<file path="src/rtl/uart_tx_fifo.sv">
// uart_tx_fifo: buffered 8N1 UART transmitter, ready/valid byte FIFO drained LSB first onto serial_out
//   clk, rst        clock; synchronous active-high reset
//   data_in         byte offered by the producer
//   data_in_valid   producer strobe
//   data_in_ready   FIFO can accept a byte (low while rst or full)
//   serial_out      registered UART line, idle high
//   tx_busy         frame in flight or bytes queued
//   fifo_count      bytes queued, not counting the one in the shifter
module uart_tx_fifo #(
  parameter int CLOCK_FREQ = 50_000_000,
  parameter int BAUD_RATE = 115_200,
  parameter int FIFO_DEPTH = 8
) (
  input  logic                          clk,
  input  logic                          rst,
  input  logic [7:0]                    data_in,
  input  logic                          data_in_valid,
  output logic                          data_in_ready,
  output logic                          serial_out,
  output logic                          tx_busy,
  output logic [$clog2(FIFO_DEPTH):0]   fifo_count
);
  localparam int SYMBOL_EDGE_TIME = CLOCK_FREQ / BAUD_RATE;
  localparam int CW = SYMBOL_EDGE_TIME > 1 ? $clog2(SYMBOL_EDGE_TIME) : 1;
  localparam int AW = $clog2(FIFO_DEPTH);
  typedef enum logic {IDLE, SEND} state_t;
  state_t r_state, w_next;
  logic [7:0] r_mem [FIFO_DEPTH];
  logic [AW-1:0] r_wptr, r_rptr;
  logic [AW:0] r_count;
  // Holds {stop, data}; the start bit is driven directly at load time, so
  // frame bit k (k >= 1) lives at r_frame[k-1].
  logic [8:0] r_frame;
  logic [CW-1:0] r_cnt;
  logic [3:0] r_idx;
  logic r_out;
  logic w_push, w_tc, w_last, w_pop;
  always_comb begin
    data_in_ready = !rst && (r_count != (AW+1)'(FIFO_DEPTH));
    w_push = data_in_valid && data_in_ready;
    w_tc = r_cnt == CW'(SYMBOL_EDGE_TIME - 1);
    w_last = (r_state == SEND) && w_tc && (r_idx == 4'd9);
    w_pop = (r_count != '0) && ((r_state == IDLE) || w_last);
    w_next = (w_pop || (r_state == SEND && !w_last)) ? SEND : IDLE;
  end
  always_ff @(posedge clk) begin
    if (w_push) r_mem[r_wptr] <= data_in;
  end
  always_ff @(posedge clk) begin
    if (rst) begin
      r_state <= IDLE;
      r_wptr <= '0;
      r_rptr <= '0;
      r_count <= '0;
      r_frame <= '1;
      r_cnt <= '0;
      r_idx <= '0;
      r_out <= 1'b1;
    end else begin
      r_state <= w_next;
      if (w_push) r_wptr <= r_wptr + 1'b1;
      if (w_pop) r_rptr <= r_rptr + 1'b1;
      r_count <= r_count + (AW+1)'(w_push) - (AW+1)'(w_pop);
      // The output is registered, so each edge drives the bit that the
      // counter/index will point at after that edge.
      if (w_pop) begin
        r_frame <= {1'b1, r_mem[r_rptr]};
        r_cnt <= '0;
        r_idx <= '0;
        r_out <= 1'b0;
      end else if (r_state == SEND) begin
        r_cnt <= w_tc ? '0 : r_cnt + 1'b1;
        if (w_tc) begin
          r_idx <= r_idx + 1'b1;
          r_out <= w_last ? 1'b1 : r_frame[r_idx];
        end
      end
    end
  end
  assign serial_out = r_out;
  assign tx_busy = (r_state == SEND) || (r_count != '0);
  assign fifo_count = r_count;
endmodule

</file>
<file path="config.mk">
export PLATFORM = sky130hd
export DESIGN_NAME = uart_tx_fifo
export DESIGN_NICKNAME = d
export VERILOG_FILES = /design/src/rtl/uart_tx_fifo.sv
export SDC_FILE = /design/constraint.sdc
export NUM_CORES = 1
export LEC_CHECK = 0
export CAP_MARGIN = 20
export CORE_ASPECT_RATIO = 1.5
export CORE_UTILIZATION = 30
export DETAILED_ROUTE_END_ITERATION = 12
export PLACE_DENSITY_LB_ADDON = 0.2
export SETUP_SLACK_MARGIN = 0.05
export SYNTH_ARGS = -nofsm -noshare
export SYNTH_HDL_FRONTEND = slang
export SYNTH_SLANG_ARGS = --single-unit
</file>
<file path="constraint.sdc">
create_clock -name clk -period 3 [get_ports clk]
set_clock_uncertainty 0.05 [all_clocks]
set_input_delay 0.45 -clock clk [delete_from_list [all_inputs] [get_ports clk]]
set_output_delay 0.45 -clock clk [all_outputs]
set_load 0.1 [all_outputs]
</file>
**Word level (Yosys, flattened, before mapping)**

Memories as Yosys holds them, arrays and structs flattened. A register that Yosys moved wholly into a read port is not among the register bits.
Cells that the tools add are included.

- Memories kept: 1
- Logic and storage cells: 46
- RAM bits: 64
- Output and inout port bits: 7
- Bits of input ports: 11
- Flip-flop bits (word level): 25

- Add/subtract/negate cells: 6
- Reductions and logical operators: 17
- Bitwise operators: 1
- Mux-type cells: 10
- Order comparisons: 1
- Equal/unequal tests: 3

Memories:

| name | depth | bits a word | read ports | clocked after memory_dff | write ports | RTL line | text |
|---|---|---|---|---|---|---|---|
| r_mem | 8 | 8 | 1 | 1 | 1 | 28 | `logic [7:0] r_mem [FIFO_DEPTH];` |

Operator list:

| cell | count |
|---|---|
| 9-bit by 1-bit adder with 9-bit output (second input constant) | 1 |
| 9-bit == test (second input constant) | 1 |
| 9-bit two-way mux | 1 |
| 1-bit two-way mux | 8 |
| 3-bit by 1-bit adder with 3-bit output (second input constant) | 2 |
| 1-bit logical AND | 6 |
| 4-bit by 5-bit < comparator with 1-bit output (second input constant) | 1 |
| 4-bit by 1-bit adder with 4-bit output | 1 |
| 4-bit by 1-bit adder with 4-bit output (second input constant) | 1 |
| 1-bit binary-select mux with 4-bit select | 1 |
| 4-bit == test (second input constant) | 1 |
| 4-bit inequality test (second input constant) | 1 |
| 2-bit AND reduction | 2 |
| 2-bit nonzero test | 2 |
| 4-bit nonzero test | 1 |
| 4-bit by 1-bit subtractor with 4-bit output | 1 |
| 1-bit logical OR | 3 |
| 1-bit logical NOT | 2 |
| 2-bit OR reduction | 1 |
| 1-bit inverter | 1 |

**Logic depth before layout (Yosys ltp)**

- Word-level depth: 7
- Gate-level depth with buffers: 13
- Mapped depth without buffers: 13

**Worst setup path before layout**

OpenSTA, ideal clock, no wires.

- Path type: flip-flop to output port
- Start point: register r_count[2], in the netlist fifo_count[2]
- End point: output data_in_ready
- Path buffers: 0
- Cell stages (with the launch flop): 4
- Path slack: -0.348 ns
- Required time: 2.500 ns
- Arrival: 2.848 ns
- Cell sequence: dfxtp_1 > inv_1 > ha_1 > a21oi_1

- Longest elaborated chain between the ends: 2

RTL lines:

| element | RTL line | text |
|---|---|---|
| start: declaration | 30 | `logic [AW:0] r_count;` |
| start signal: assignment | 63 | `r_count <= r_count + (AW+1)'(w_push) - (AW+1)'(w_pop);` |
| 4-bit inequality test | 39 | `data_in_ready = !rst && (r_count != (AW+1)'(FIFO_DEPTH));` |
| 1-bit logical AND | 39 |  |
| end: declaration | 18 | `output logic data_in_ready,` |

No other way between the ends.

**Worst setup path after layout**

- Start point: register r_cnt[2]
- End point: register r_count[2], in the netlist fifo_count[2]

- Longest elaborated chain between the ends: 6

RTL lines:

| element | RTL line | text |
|---|---|---|
| start: declaration | 34 | `logic [CW-1:0] r_cnt;` |
| start signal: assignment | 72 | `r_cnt <= w_tc ? '0 : r_cnt + 1'b1;` |
| 9-bit == test | 41 | `w_tc = r_cnt == CW'(SYMBOL_EDGE_TIME - 1);` |
| 1-bit logical AND (2 in a row) | 42 | `w_last = (r_state == SEND) && w_tc && (r_idx == 4'd9);` |
| 1-bit logical OR | 43 | `w_pop = (r_count != '0) && ((r_state == IDLE) \|\| w_last);` |
| 1-bit logical AND | 43 |  |
| via w_pop | 37 | `logic w_push, w_tc, w_last, w_pop;` |
| 4-bit by 1-bit subtractor with 4-bit output | 63 |  |

The timed path passes the listed nets, and every way through them passes these cells.
A chain may end at the register's enable or synchronous reset.

==> results.toml <==
[worst_setup_path]
regToRegStartpoint = "r_cnt[2]"
worst_setup_end_kind = "flop"
reg_to_reg_critical_path_endpoint = "fifo_count[2]"
reg2reg_slack_ps = 350
arrival_ps = 2830
timing.critical_path.cells = "or4b_4, o31ai_4, nand2_2, inv_1, ha_1, inv_1, ha_1, inv_1, fa_1, xor2_1, nor2_1"
critPathMaxFanout = 5
worst_path_largest_cell_delay_ps = 590
path_depth_of_the_worst_reg2reg_path = 11
slowest_stage = "sky130_fd_sc_hd__or4b_4"
critical_path_start_end_classification = "flop to flop"
crit_required_ps = 3180
worstSetupStartpointType = "flop"
startpoint = "r_cnt[2]"
cp_common_cell = "sky130_fd_sc_hd__inv_1"

[global_route]
first_global_vias = 2442
gr-usage-all-layers = 0.124
global_route.usage.met1 = 0.138
global_route.peak_usage_layer = "met2"
grt_antenna_before_repair = 0
grtUsageMet2 = 0.225
grt.met3_usage = 0.0279
grt_remaining_overflow = 0
pin_count_of_the_biggest_net_entering_global_routing = 20
grt_pass1_wl_mm = 13.1

[synth]
postSynthAreaPerCell_um2 = 14.3
mappedNetlistArea_um2 = 4120
post_synthesis_cell_type_count = 41
postSynth.asyncResetShare = 0
ys_dominant_reg_cell = "sky130_fd_sc_hd__edfxtp_1"
post-synth-top-count-cell = "sky130_fd_sc_hd__edfxtp_1"
synth.largest_area_cell = "sky130_fd_sc_hd__edfxtp_1"
register_area_share_after_synthesis = 0.627
synth_enable_flop_cells = 64
synth_area_leaders = "sky130_fd_sc_hd__edfxtp_1 (47%), sky130_fd_sc_hd__dfxtp_1 (16%), sky130_fd_sc_hd__mux4_2 (9.3%), sky130_fd_sc_hd__ha_1 (3.9%), sky130_fd_sc_hd__mux2i_1 (3.2%)"
post-synth-top-area-fraction = 0.466
yosys-top-cells-count = "sky130_fd_sc_hd__edfxtp_1 (64), sky130_fd_sc_hd__dfxtp_1 (33), sky130_fd_sc_hd__nor2_1 (19)"
yosys_register_bits = 97
netlist_instances = 288
synthesis.nets = 313
yosys_warnings = 0

[worst_hold_path]
timing.hold.worst.start = "r_frame[3]"
worst_hold_path_type = "flop to flop"
whs_endpoint = "r_frame[3]"
min_delay_path_depth = 2

[sta]
rsz0062_at_grt = "false"
timing.final.ws_setup_ps = 352
finalSetupViolCount = 0
timing.final.max_slew_violations = 0
hold-worst-slack_ps = 461
setup_tns_ps = 0
report.final.hold_viol_count = 0
period_share = 0.883
post-route-min-period_ps = 2650
max-slew-margin-rel = 0.593
tightestPinTransition_ps = 610
fmaxAchievable_ghz = 0.378

[finish]
flow.area_growth_from_synthesis_pct = 17.7
diodes = 0
final_nets = 343
final.fill_count = 1275
post_route_cells_drive_above_1_share = 0.204

[detailed_routing]
wire_length_per_cell_um = 16.6
drtPass1Iterations = 8
routed_wire_length_mm = 8.07
drc = 2
drt.antenna.violating_nets = 0
dr_vias_cell = 4.88
detailroute.via_count = 2365
dr.first_iter.drc_count = 80

[clock_tree]
clock_sinks = 97
cts_tree = "yes"
holdBufCountCts = 0
post_cts_resized = 0
numCtsBuffers = 9
cts_post_setup_buffers_inserted = 0
clockRootBuffer = "sky130_fd_sc_hd__clkbuf_16"
max-clock-path-buffers = 2
path_clk_slew_ps = 70
insertion_delay_ps = 340
htree_levels = 3

[place]
numPortBuffers = 17
gp_routability_congestion = 0.744
dpl_worst_slack_ps = 339
detailed_place_hpwl_mm = 5.47

[die]
ioPinCount = 18
initial_utilization = 0.306
dieWidth_um = 97.7
placementRows = 52
die_height_um = 146
design.core.area_um2 = 13500
die_area_um2 = 14200

[status]
status = "finished, violations left"
violations = "design-rule violations"

[power]
power.ir.vdd_worst_mv = 0.345
leakage_power_figure_nw = 1.61
design_power_total_mw = 3.97
cellPowerDensity_nw_per_um2 = 818

[flow_run]
max_cap_violations = 0
-- cell type report --
class | instances | area (um2) | area share
well taps | 162 | 203 | 0.0418
inverters | 12 | 45.0 | 0.00928
clock buffers | 9 | 225 | 0.0464
clock inverters | 7 | 61.3 | 0.0126
repair buffers | 33 | 285 | 0.0588
flip-flops and latches | 97 | 2580 | 0.533
multi-input cells | 165 | 1450 | 0.298
-- cell usage in the layout (no fill, tap or decap), types with 2 or more instances in the layout --
cell type	n
sky130_fd_sc_hd__o21ai_0	10
sky130_fd_sc_hd__clkdlybuf4s50_1	10
sky130_fd_sc_hd__nor3_1	12
sky130_fd_sc_hd__xor2_1	7
sky130_fd_sc_hd__edfxtp_1	64
sky130_fd_sc_hd__xnor2_1	7
sky130_fd_sc_hd__dfxtp_1	31
sky130_fd_sc_hd__a21oi_1	6
sky130_fd_sc_hd__ha_1	13
sky130_fd_sc_hd__nand4_1	4
sky130_fd_sc_hd__nand2b_1	2
sky130_fd_sc_hd__nand3_1	8
sky130_fd_sc_hd__o211ai_1	10
sky130_fd_sc_hd__mux2i_1	13
sky130_fd_sc_hd__nand2_1	10
sky130_fd_sc_hd__dfxtp_2	2
sky130_fd_sc_hd__clkinvlp_4	2
sky130_fd_sc_hd__inv_6	3
sky130_fd_sc_hd__nor2b_1	5
sky130_fd_sc_hd__nor2_1	19
sky130_fd_sc_hd__buf_4	22
sky130_fd_sc_hd__mux4_2	17
sky130_fd_sc_hd__inv_1	12
sky130_fd_sc_hd__clkbuf_16	9
-- worst max-delay path by stage --
stage	endpoint	depth (start not counted)	slack [ps]
final	fifo_count[2]	11	350
after detailed placement	fifo_count[2]	11	340
after CTS	fifo_count[2]	11	320
after global placement	fifo_count[2]	11	350
after floorplan	tx_busy	5	80
after global routing	fifo_count[2]	11	170
-- cell families after synthesis --
logic type / Yosys count / share of synthesized area
AO/OA/AOI/OAI: 36 / 0.0610
multiplexers: 31 / 0.127
XOR/XNOR: 14 / 0.0298
buffers and inverters: 26 / 0.0246
adder cells (fa/ha/maj): 14 / 0.0443
AND/OR/NAND/NOR: 70 / 0.0865
flip-flops: 97 / 0.627
-- where the power goes --
part	switching (mW)	internal (mW)	leakage (nW)
sequential	0.0782	1.55	0.849
combinational	0.753	0.488	0.625
clock	0.523	0.578	0.135
total	1.35	2.62	1.61
-- metrics by stage --
| step | util | instances | instance area [um2] |
|---|---|---|---|
| 4_1_cts | 0.360 | 485 | 4850 |
| 3_5_place_dp | 0.339 | 469 | 4570 |
| 5_1_grt | 0.360 | 485 | 4850 |
| 2_1_floorplan | - | 288 | 4130 |
| 3_3_place_gp | 0.339 | 469 | 4570 |
| 6_report | 0.360 | 485 | 4850 |
-- state kept, by name, indices dropped and copies added (netlist names) --
signal / flops
r_wptr: 3
r_cnt: 9
r_frame: 8
serial_out: 1
r_rptr: 3
r_state: 1
r_mem: 64
fifo_count: 4
r_idx: 4
-- worst max-delay path: cells and delay by family (launching register included) --
kind            cells  cell delay [ps]
compound gates      1              330
xor+xnor            1              150
fa+ha+maj           3              730
buf+inv             3              180
flops               1              360
simple gates        3              730
-- metal layers --
| layer | part of all wire | vias up |
|---|---|---|
| met1 | 0.40 | 1192 |
| met4 | 0.017 | 0 |
| met5 | 0 | - |
| met3 | 0.022 | 10 |
| met2 | 0.56 | 19 |
| li1 | - | 1144 |
Note: power is estimated with default switching activity, not from simulation.
